--- src/rtl/regfile_pkg.sv ---
// regfile_pkg: shared types and default configuration for the multi-port register file.
//   rf_state_t  - sweep/ready state of the register file
//   *_DEFAULT   - default parameter values used by regfile_mp and rf_scoreboard
package regfile_pkg;

  typedef enum logic [0:0] {
    RF_CLEAR,
    RF_READY
  } rf_state_t;

  localparam int unsigned XLEN_DEFAULT     = 32;
  localparam int unsigned NREGS_DEFAULT    = 32;
  localparam int unsigned NRD_DEFAULT      = 2;
  localparam int unsigned NWR_DEFAULT      = 2;
  localparam bit          ZERO_REG_DEFAULT = 1'b1;

endpackage

--- src/rtl/rf_scoreboard.sv ---
// rf_scoreboard: per-register pending bits for issue-stage hazard checks.
//   clk_i, rst_i    - clock, synchronous active-high reset (clears all pending bits)
//   upd_en_i        - updates allowed (register file ready)
//   set_en_i/addr_i - mark a destination pending
//   wr_en_i/addr_i  - writeback ports; each enabled port clears its address
//   rd_addr_i       - lookup addresses, one per read port
//   pend_o          - stored pending bit for each lookup address
module rf_scoreboard import regfile_pkg::*; #(
  parameter int unsigned NREGS    = NREGS_DEFAULT,
  parameter int unsigned NWR      = NWR_DEFAULT,
  parameter int unsigned NRD      = NRD_DEFAULT,
  parameter bit          ZERO_REG = ZERO_REG_DEFAULT,
  localparam int unsigned AW      = $clog2(NREGS)
) (
  input  logic              clk_i,
  input  logic              rst_i,
  input  logic              upd_en_i,
  input  logic              set_en_i,
  input  logic [AW-1:0]     set_addr_i,
  input  logic [NWR-1:0]    wr_en_i,
  input  logic [NWR*AW-1:0] wr_addr_i,
  input  logic [NRD*AW-1:0] rd_addr_i,
  output logic [NRD-1:0]    pend_o
);

  logic [NREGS-1:0] pend_q, pend_d;

  // Clears are applied before the set so that a set to the same address wins.
  always_comb begin
    pend_d = pend_q;
    if (upd_en_i) begin
      for (int i = 0; i < NWR; i++) begin
        if (wr_en_i[i]) pend_d[wr_addr_i[i*AW +: AW]] = 1'b0;
      end
      if (set_en_i) pend_d[set_addr_i] = 1'b1;
    end
    if (ZERO_REG) pend_d[0] = 1'b0;
  end

  always_ff @(posedge clk_i) begin
    if (rst_i) pend_q <= '0;
    else       pend_q <= pend_d;
  end

  always_comb begin
    pend_o = '0;
    for (int r = 0; r < NRD; r++) begin
      pend_o[r] = pend_q[rd_addr_i[r*AW +: AW]];
    end
  end

endmodule

--- src/rtl/regfile_mp.sv ---
// regfile_mp: parametrised multi-port register file with same-cycle write bypass,
// post-reset clear sweep and a pending scoreboard.
//   clk, rst                 - clock, synchronous active-high reset (restarts the sweep)
//   wr_en/wr_addr/wr_data    - NWR write ports; highest-index port wins on collision
//   rd_addr/rd_data/rd_pend  - NRD combinational read ports with bypass and pending flag
//   sb_set_en/sb_set_addr    - mark a destination register pending
//   busy                     - clear sweep in progress; writes and sets ignored
module regfile_mp import regfile_pkg::*; #(
  parameter int unsigned XLEN     = XLEN_DEFAULT,
  parameter int unsigned NREGS    = NREGS_DEFAULT,
  parameter int unsigned NRD      = NRD_DEFAULT,
  parameter int unsigned NWR      = NWR_DEFAULT,
  parameter bit          ZERO_REG = ZERO_REG_DEFAULT,
  localparam int unsigned AW      = $clog2(NREGS)
) (
  input  logic                clk,
  input  logic                rst,
  input  logic [NWR-1:0]      wr_en,
  input  logic [NWR*AW-1:0]   wr_addr,
  input  logic [NWR*XLEN-1:0] wr_data,
  input  logic [NRD*AW-1:0]   rd_addr,
  output logic [NRD*XLEN-1:0] rd_data,
  output logic [NRD-1:0]      rd_pend,
  input  logic                sb_set_en,
  input  logic [AW-1:0]       sb_set_addr,
  output logic                busy
);

  localparam logic [AW-1:0] LastIdx = AW'(NREGS - 1);

  rf_state_t       state_q;
  logic [AW-1:0]   idx_q;
  logic            busy_q;
  logic [XLEN-1:0] mem_q [NREGS];

  logic [NRD-1:0]  byp_hit;
  logic [NRD-1:0]  rd_zero;
  logic [NRD-1:0]  sb_pend;

  assign busy = busy_q;

  // Sweep controller; busy is a registered copy of "state is RF_CLEAR".
  always_ff @(posedge clk) begin
    if (rst) begin
      state_q <= RF_CLEAR;
      idx_q   <= '0;
      busy_q  <= 1'b1;
    end else begin
      unique case (state_q)
        RF_CLEAR: begin
          if (idx_q == LastIdx) begin
            state_q <= RF_READY;
            busy_q  <= 1'b0;
          end else begin
            idx_q <= idx_q + 1'b1;
          end
        end
        RF_READY: begin
          busy_q <= 1'b0;
        end
        default: begin
          state_q <= RF_CLEAR;
          idx_q   <= '0;
          busy_q  <= 1'b1;
        end
      endcase
    end
  end

  // Storage: sweep writes zero; ports are applied in ascending order so the
  // highest-index port's assignment is the one that lands.
  always_ff @(posedge clk) begin
    if (!rst) begin
      if (state_q == RF_CLEAR) begin
        mem_q[idx_q] <= '0;
      end else begin
        for (int w = 0; w < NWR; w++) begin
          if (wr_en[w] && !(ZERO_REG && wr_addr[w*AW +: AW] == '0)) begin
            mem_q[wr_addr[w*AW +: AW]] <= wr_data[w*XLEN +: XLEN];
          end
        end
      end
    end
  end

  // Read ports: stored value, overridden by matching writes (last match = highest
  // port), then forced to zero for the zero register and during the sweep.
  always_comb begin
    rd_data = '0;
    byp_hit = '0;
    rd_zero = '0;
    for (int r = 0; r < NRD; r++) begin
      rd_data[r*XLEN +: XLEN] = mem_q[rd_addr[r*AW +: AW]];
      for (int w = 0; w < NWR; w++) begin
        if (wr_en[w] && wr_addr[w*AW +: AW] == rd_addr[r*AW +: AW]) begin
          rd_data[r*XLEN +: XLEN] = wr_data[w*XLEN +: XLEN];
          byp_hit[r] = 1'b1;
        end
      end
      rd_zero[r] = busy_q || (ZERO_REG && rd_addr[r*AW +: AW] == '0);
      if (rd_zero[r]) rd_data[r*XLEN +: XLEN] = '0;
    end
  end

  rf_scoreboard #(
    .NREGS    (NREGS),
    .NWR      (NWR),
    .NRD      (NRD),
    .ZERO_REG (ZERO_REG)
  ) u_scoreboard (
    .clk_i      (clk),
    .rst_i      (rst),
    .upd_en_i   (state_q == RF_READY),
    .set_en_i   (sb_set_en),
    .set_addr_i (sb_set_addr),
    .wr_en_i    (wr_en),
    .wr_addr_i  (wr_addr),
    .rd_addr_i  (rd_addr),
    .pend_o     (sb_pend)
  );

  // A same-cycle write to the address resolves the hazard, matching the bypass.
  assign rd_pend = sb_pend & ~byp_hit & ~rd_zero;

endmodule

--- config.mk ---
export PLATFORM = sky130hd
export DESIGN_NAME = regfile_mp
export DESIGN_NICKNAME = d
export VERILOG_FILES = /design/src/rtl/regfile_pkg.sv /design/src/rtl/rf_scoreboard.sv /design/src/rtl/regfile_mp.sv
export SDC_FILE = /design/constraint.sdc
export NUM_CORES = 2
export LEC_CHECK = 0
export BUFFER_PORTS_ARGS = -buffer_cell sky130_fd_sc_hd__buf_2
export CAP_MARGIN = 0
export CORE_MARGIN = 2
export CORE_UTILIZATION = 55
export DETAILED_ROUTE_END_ITERATION = 8
export PLACE_DENSITY = 0.77
export SYNTH_ARGS = -nofsm -noshare
export SYNTH_HDL_FRONTEND = slang
export SYNTH_SLANG_ARGS = --single-unit
--- constraint.sdc ---
create_clock -name clk -period 4.77 [get_ports clk]
set_input_delay 0.2385 -clock clk [delete_from_list [all_inputs] [get_ports clk]]
set_output_delay 0.2385 -clock clk [all_outputs]
set_load 0.005 [all_outputs]
# Yosys cells after proc, flatten, opt, wreduce, memory -nomap -nowiden
# Memories as Yosys holds them, arrays and structs flattened.
# Cells that the tools add are included.
# W data, S select, Z words.
word_totals:
  ff_bits: 39
  latchBits: 0
  mem_bits_rw: 1024
  mem_bits_ro: 0
  inputBits: 94
  output_inout_bits: 67
  wordCells: 94
  mem_count: 1
classes:
  addsub: 1
  n_mul: 0
  n_div: 0
  magnitude_cmp: 8
  n_eq_ne: 6
  shifts: 0
  n_mux: 43
  n_bitwise: 11
  reduce_logical: 19
memory_table:
  columns: ["memory", "depth", "word_bits", "read_ports", "rd_clocked_by_memory_dff", "write_ports", "line_no", "text"]
  rows:
  - ["mem_q", 32, 32, 2, 0, 2, "regfile_mp.sv:34", "logic [XLEN-1:0] mem_q [NREGS];"]
ops:
  columns: ["op", "n"]
  rows:
  - ["$mux W32", 12]
  - ["$and A32 B32 Y32", 2]
  - ["$not A32 Y32", 2]
  - ["$or A32 B32 Y32", 1]
  - ["$reduce_or A32 Y1", 1]
  - ["$lt A5 B6 Y1 const B", 5]
  - ["$mux W1", 24]
  - ["$eq A5 B5 Y1", 4]
  - ["$logic_not A5 Y1", 4]
  - ["$demux W1 S5", 3]
  - ["$ge A5 B1 Y1 const B", 3]
  - ["$bmux W1 S5", 2]
  - ["$logic_and A1 B1 Y1", 9]
  - ["$add A5 B1 Y5 const B", 1]
  - ["$eq A5 B5 Y1 const B", 1]
  - ["$mux W5", 1]
  - ["$and A2 B2 Y2", 2]
  - ["$not A2 Y2", 2]
  - ["$logic_not A1 Y1", 2]
  - ["$logic_or A1 B1 Y1", 2]
  - ["$ne A2 B2 Y1 const B", 1]
  - ["$not A1 Y1", 2]
  - ["$pmux W1 S2", 1]
  - ["$reduce_and A2 Y1", 1]

# Longest topological paths before layout
depth:
  word_depth: 13
  ltp_mapped: 10
  ltp_nobuf: 7

# By module
# A second synthesis with hierarchy kept.
unflattened:
  cells_unflattened: 5716
  area_unflattened_um2: 62722.7
by_module_without_submodules:
  columns: ["mod", "n_inst", "cells_per_inst", "area_per_inst_um2", "seq_area_each_um2"]
  rows:
  - ["regfile_mp", 1, 5437, 60523.0, 30889.6]
  - ["rf_scoreboard", 1, 279, 2199.6, 620.6]

# Worst setup path after synthesis
# Ideal clock, no wire load.
synth_path:
  path_kind: "input to register"
  startpoint: "in wr_addr[3]"
  endpoint: "mem mem_q[17][0] (netlist bit) (enable)"
  setup_time_ns: 0.433
  arrival_time_ns: 3.390
  t_required_ns: 4.337
  path_slack_ns: 0.948
  cell_stages: 9
  n_path_buf: 4
  cell_sequence: "buf_2 -> or3_1 -> buf_2 -> o311a_1 -> buf_6 -> buf_6 -> mux2i_4 -> nand2_4 -> o22ai_1"
synth_rtl:
  columns: ["element", "line_no", "text"]
  rows:
  - ["start: declaration", "regfile_mp.sv:19", "input logic [NWR*AW-1:0] wr_addr,"]
  - ["end: declaration", "regfile_mp.sv:34", null]

# Worst setup path after layout
layout_path:
  startpoint: "in rd_addr[8]"
  endpoint: "out rd_data[43]"
layout_between:
  elab_chain_cells: 5
  elab_cells_between_ends: 10
  cone_classes: "eq/ne (2); mux (3); reduce/logical (4); memory (1)"
layout_lines:
  columns: ["element", "line_no", "text"]
  rows:
  - ["start: declaration", "regfile_mp.sv:21", "input logic [NRD*AW-1:0] rd_addr,"]
  - ["branches (longest 4 deep; another with $mem_v2 Z32 W32)", null, null]
  - ["$mux W32 (*)", "regfile_mp.sv:101", "if (rd_zero[r]) rd_data[r*XLEN +: XLEN] = '0;"]
  - ["end: declaration", "regfile_mp.sv:22", "output logic [NRD*XLEN-1:0] rd_data,"]
# Mark *: on every way between the ends.

==> metrics.txt <==
DP Area=64200 µm²; hold depth=4; H-tree depth=3; final hold violation count=0; relative slew slack=7.88%; final instance area=67800 µm²; CP arrival=3.69 ns; period utilization=82.3%; status=complete, but fails checks; postcts setup bufs=0; Yosys reg bits=1062; Peak VDD IR=342 µV; multi-input logic area=28200 µm²; share of cells above drive strength 1=20.3%; Worst EP required=4.53 ns; Worst-Margin Slew=1.38 ns; Avg Inst Size Synth=11.4 µm²; Most used DFF post-synth=edfxtp_1; Die ar.=116000 µm²; Hold Slack=0.0801 ns; routability cong.=0.990; Pins Over Slew Limit=0; Detailed Place HPWL=140000 µm; Hold Path End=u_scoreboard.pend_q[19]; Max Clock Skew=0.0431 ns; drt pass-1 iters=9; Post-Synthesis Cell Area=62100 µm²; Post-synth EDFFs=1024; largest net degree at the start of global routing=114; Longest Clk Path Bufs=3; top post-synthesis cells by count=nand2_1, o21ai_0, edfxtp_1, clkbuf_1, mux4_2; ANT nets after route=0; Area Overhead vs Synth=9.13%; reg2reg path depth=6; Die W=340 µm; RSZ-0062 raised after global routing=false; initial antenna violation count=17; share of the synthesized area in the top cell type=49.5%; Root Driver=clkbuf_16; FF/Latch Area=31500 µm²; first-pass GRT wire length=328000 µm; static leakage power=0.0203 µW; RR Endpoint=mem_q[12][23]; Crit Path Class=in -> out; Yosys cell types=59; power per cell area=306 nW/µm²; routed len/inst=33.8 µm; Via density=7.48; nets@finish=5302; number of max-cap violations=0; Core Box Area=112000 µm²; hold buffer count at CTS=0; initial DRC count=10100; fin crit period=3.92 ns; routed vias=50900; # fillers=8523; grt ovf=0; post_cts resized=0; Initial Util=55.4%; die height=340 µm; vias in the first global route=48400; synth top area cells=edfxtp_1, mux4_2, o21ai_0, nand2_1, mux2i_1; routed wire length=230000 µm; Net Count, Synth=5565; worst skew pair latency=0.74 ns; Peak Freq=0.255 GHz; min-delay src=sb_set_addr[3]; Synth area leader=edfxtp_1; CTS tree=done; Finish-stage setup viols=0; startpoint types=input pin; Ports=161; sequential-to-total area share from yosys stat=50.7%; Overall Global Routing Usage=39.0%; # rows=123; reg2reg start=state_q; setup slack, reg-to-reg=1.26 ns; crit path capture type=output pin; count leader, synth=nand2_1; Mapped Cells=5469; FFs w/ async S/R, synth=0%; Hold/Removal Path Class=in -> reg; Clock Pin Slew Worst Setup and Hold Paths=0.06 ns; failing checks=DRC; CTS Buf Count=111; I/O Buffers=160; DRC=17; CTS Sinks=1062; Final TNS setup=0 ns; Syn. warnings=0; highest net fanout along the worst path=19
==> routing by layer <==
layer | wire length (µm) | global-route usage [%]
met5 | 365 | 1.63
met4 | 17500 | 23.6
met3 | 44500 | 17.0
met2 | 94800 | 55.0
met1 | 72400 | 49.6
==> state kept, by name, summed over array words and instances (netlist names) <==
name,cells
busy,1
idx_q,5
mem_q,1024
state_q,1
u_scoreboard.pend_q,31
==> cells in the final DEF, fill, tap and decap left out, types with 10 or more instances in the layout <==
master	n
a2111oi_0	32
a211oi_1	31
a21oi_1	37
a22o_1	124
a22oi_1	124
a32oi_1	33
buf_12	28
buf_2	154
buf_4	132
bufinv_16	11
clkbuf_1	32
clkbuf_16	114
clkinv_1	26
dfxtp_1	38
edfxtp_1	1024
inv_1	37
mux2_2	96
mux2i_1	195
mux4_2	407
nand2_1	1068
nand3b_1	11
nand4_1	35
nor2_1	54
nor2_4	32
nor2b_1	34
nor3_1	36
o21ai_0	1052
o221ai_1	30
o22ai_1	64
o22ai_4	30
o31ai_1	32
xnor2_1	13
xor2_1	10
==> how the worst max path moves through the flow <==
stage | to | slack [ns] | cells past startpoint | from
after floorplan | mem_q[17][0] | 0.95 | 9 | wr_addr[3]
after global placement | rd_data[10] | 1.12 | 8 | rd_addr[1]
after detailed placement | mem_q[12][13] | 1.05 | 7 | wr_addr[2]
after CTS | rd_data[10] | 1.13 | 8 | rd_addr[1]
after global routing | rd_data[34] | 0.90 | 7 | rd_addr[8]
final | rd_data[43] | 0.85 | 7 | rd_addr[8]
==> where the power goes <==
part	internal, µW	switching (µW)
clock	5030	3810
combinational	592	1170
sequential	10100	34.4
total	15800	5020
==> per-stage QoR <==
| step | utilization, % | cells | total power [µW] | worst slack, ns |
|---|---|---|---|---|
| global route | 60.4 | 6794 | 21100 | 0.901 |
| floorplan | - | 5469 | 11400 | 0.948 |
| finish | 60.4 | 6801 | 20800 | 0.845 |
| global placement | 57.2 | 6593 | 12000 | 1.12 |
| CTS | 60.4 | 6793 | 20600 | 1.13 |
| detailed placement | 57.2 | 6593 | 12000 | 1.05 |
==> cells by family after synthesis <==
group / synth area share [%]
muxes: 19.7
DFF: 50.7
xor gates and xnor gates: 0.324
buffers and inverters: 5.02
AOI/OAI and AO/OA: 15.3
adders and majority gates: 0.0403
and+or+nand+nor: 8.87
==> worst max-delay path, cell delays in order <==
cell	delay, ns
buf_2	0.55
xor2_1	0.13
nor4_1	0.81
and2_2	0.78
a22oi_1	0.21
o221ai_1	0.69
buf_2	0.25
==> cell type report <==
cell class,instances,share of cell area [%]
Clock buffer,151,4.49
Sequential cell,1062,46.5
Clock inverter,49,0.814
Timing Repair Buffer,320,3.55
Antenna cell,8,0.0295
Tap cell,1500,2.77
Inverter,38,0.210
Multi-Input combinational cell,3673,41.7
(Power assumes the default switching activity.)
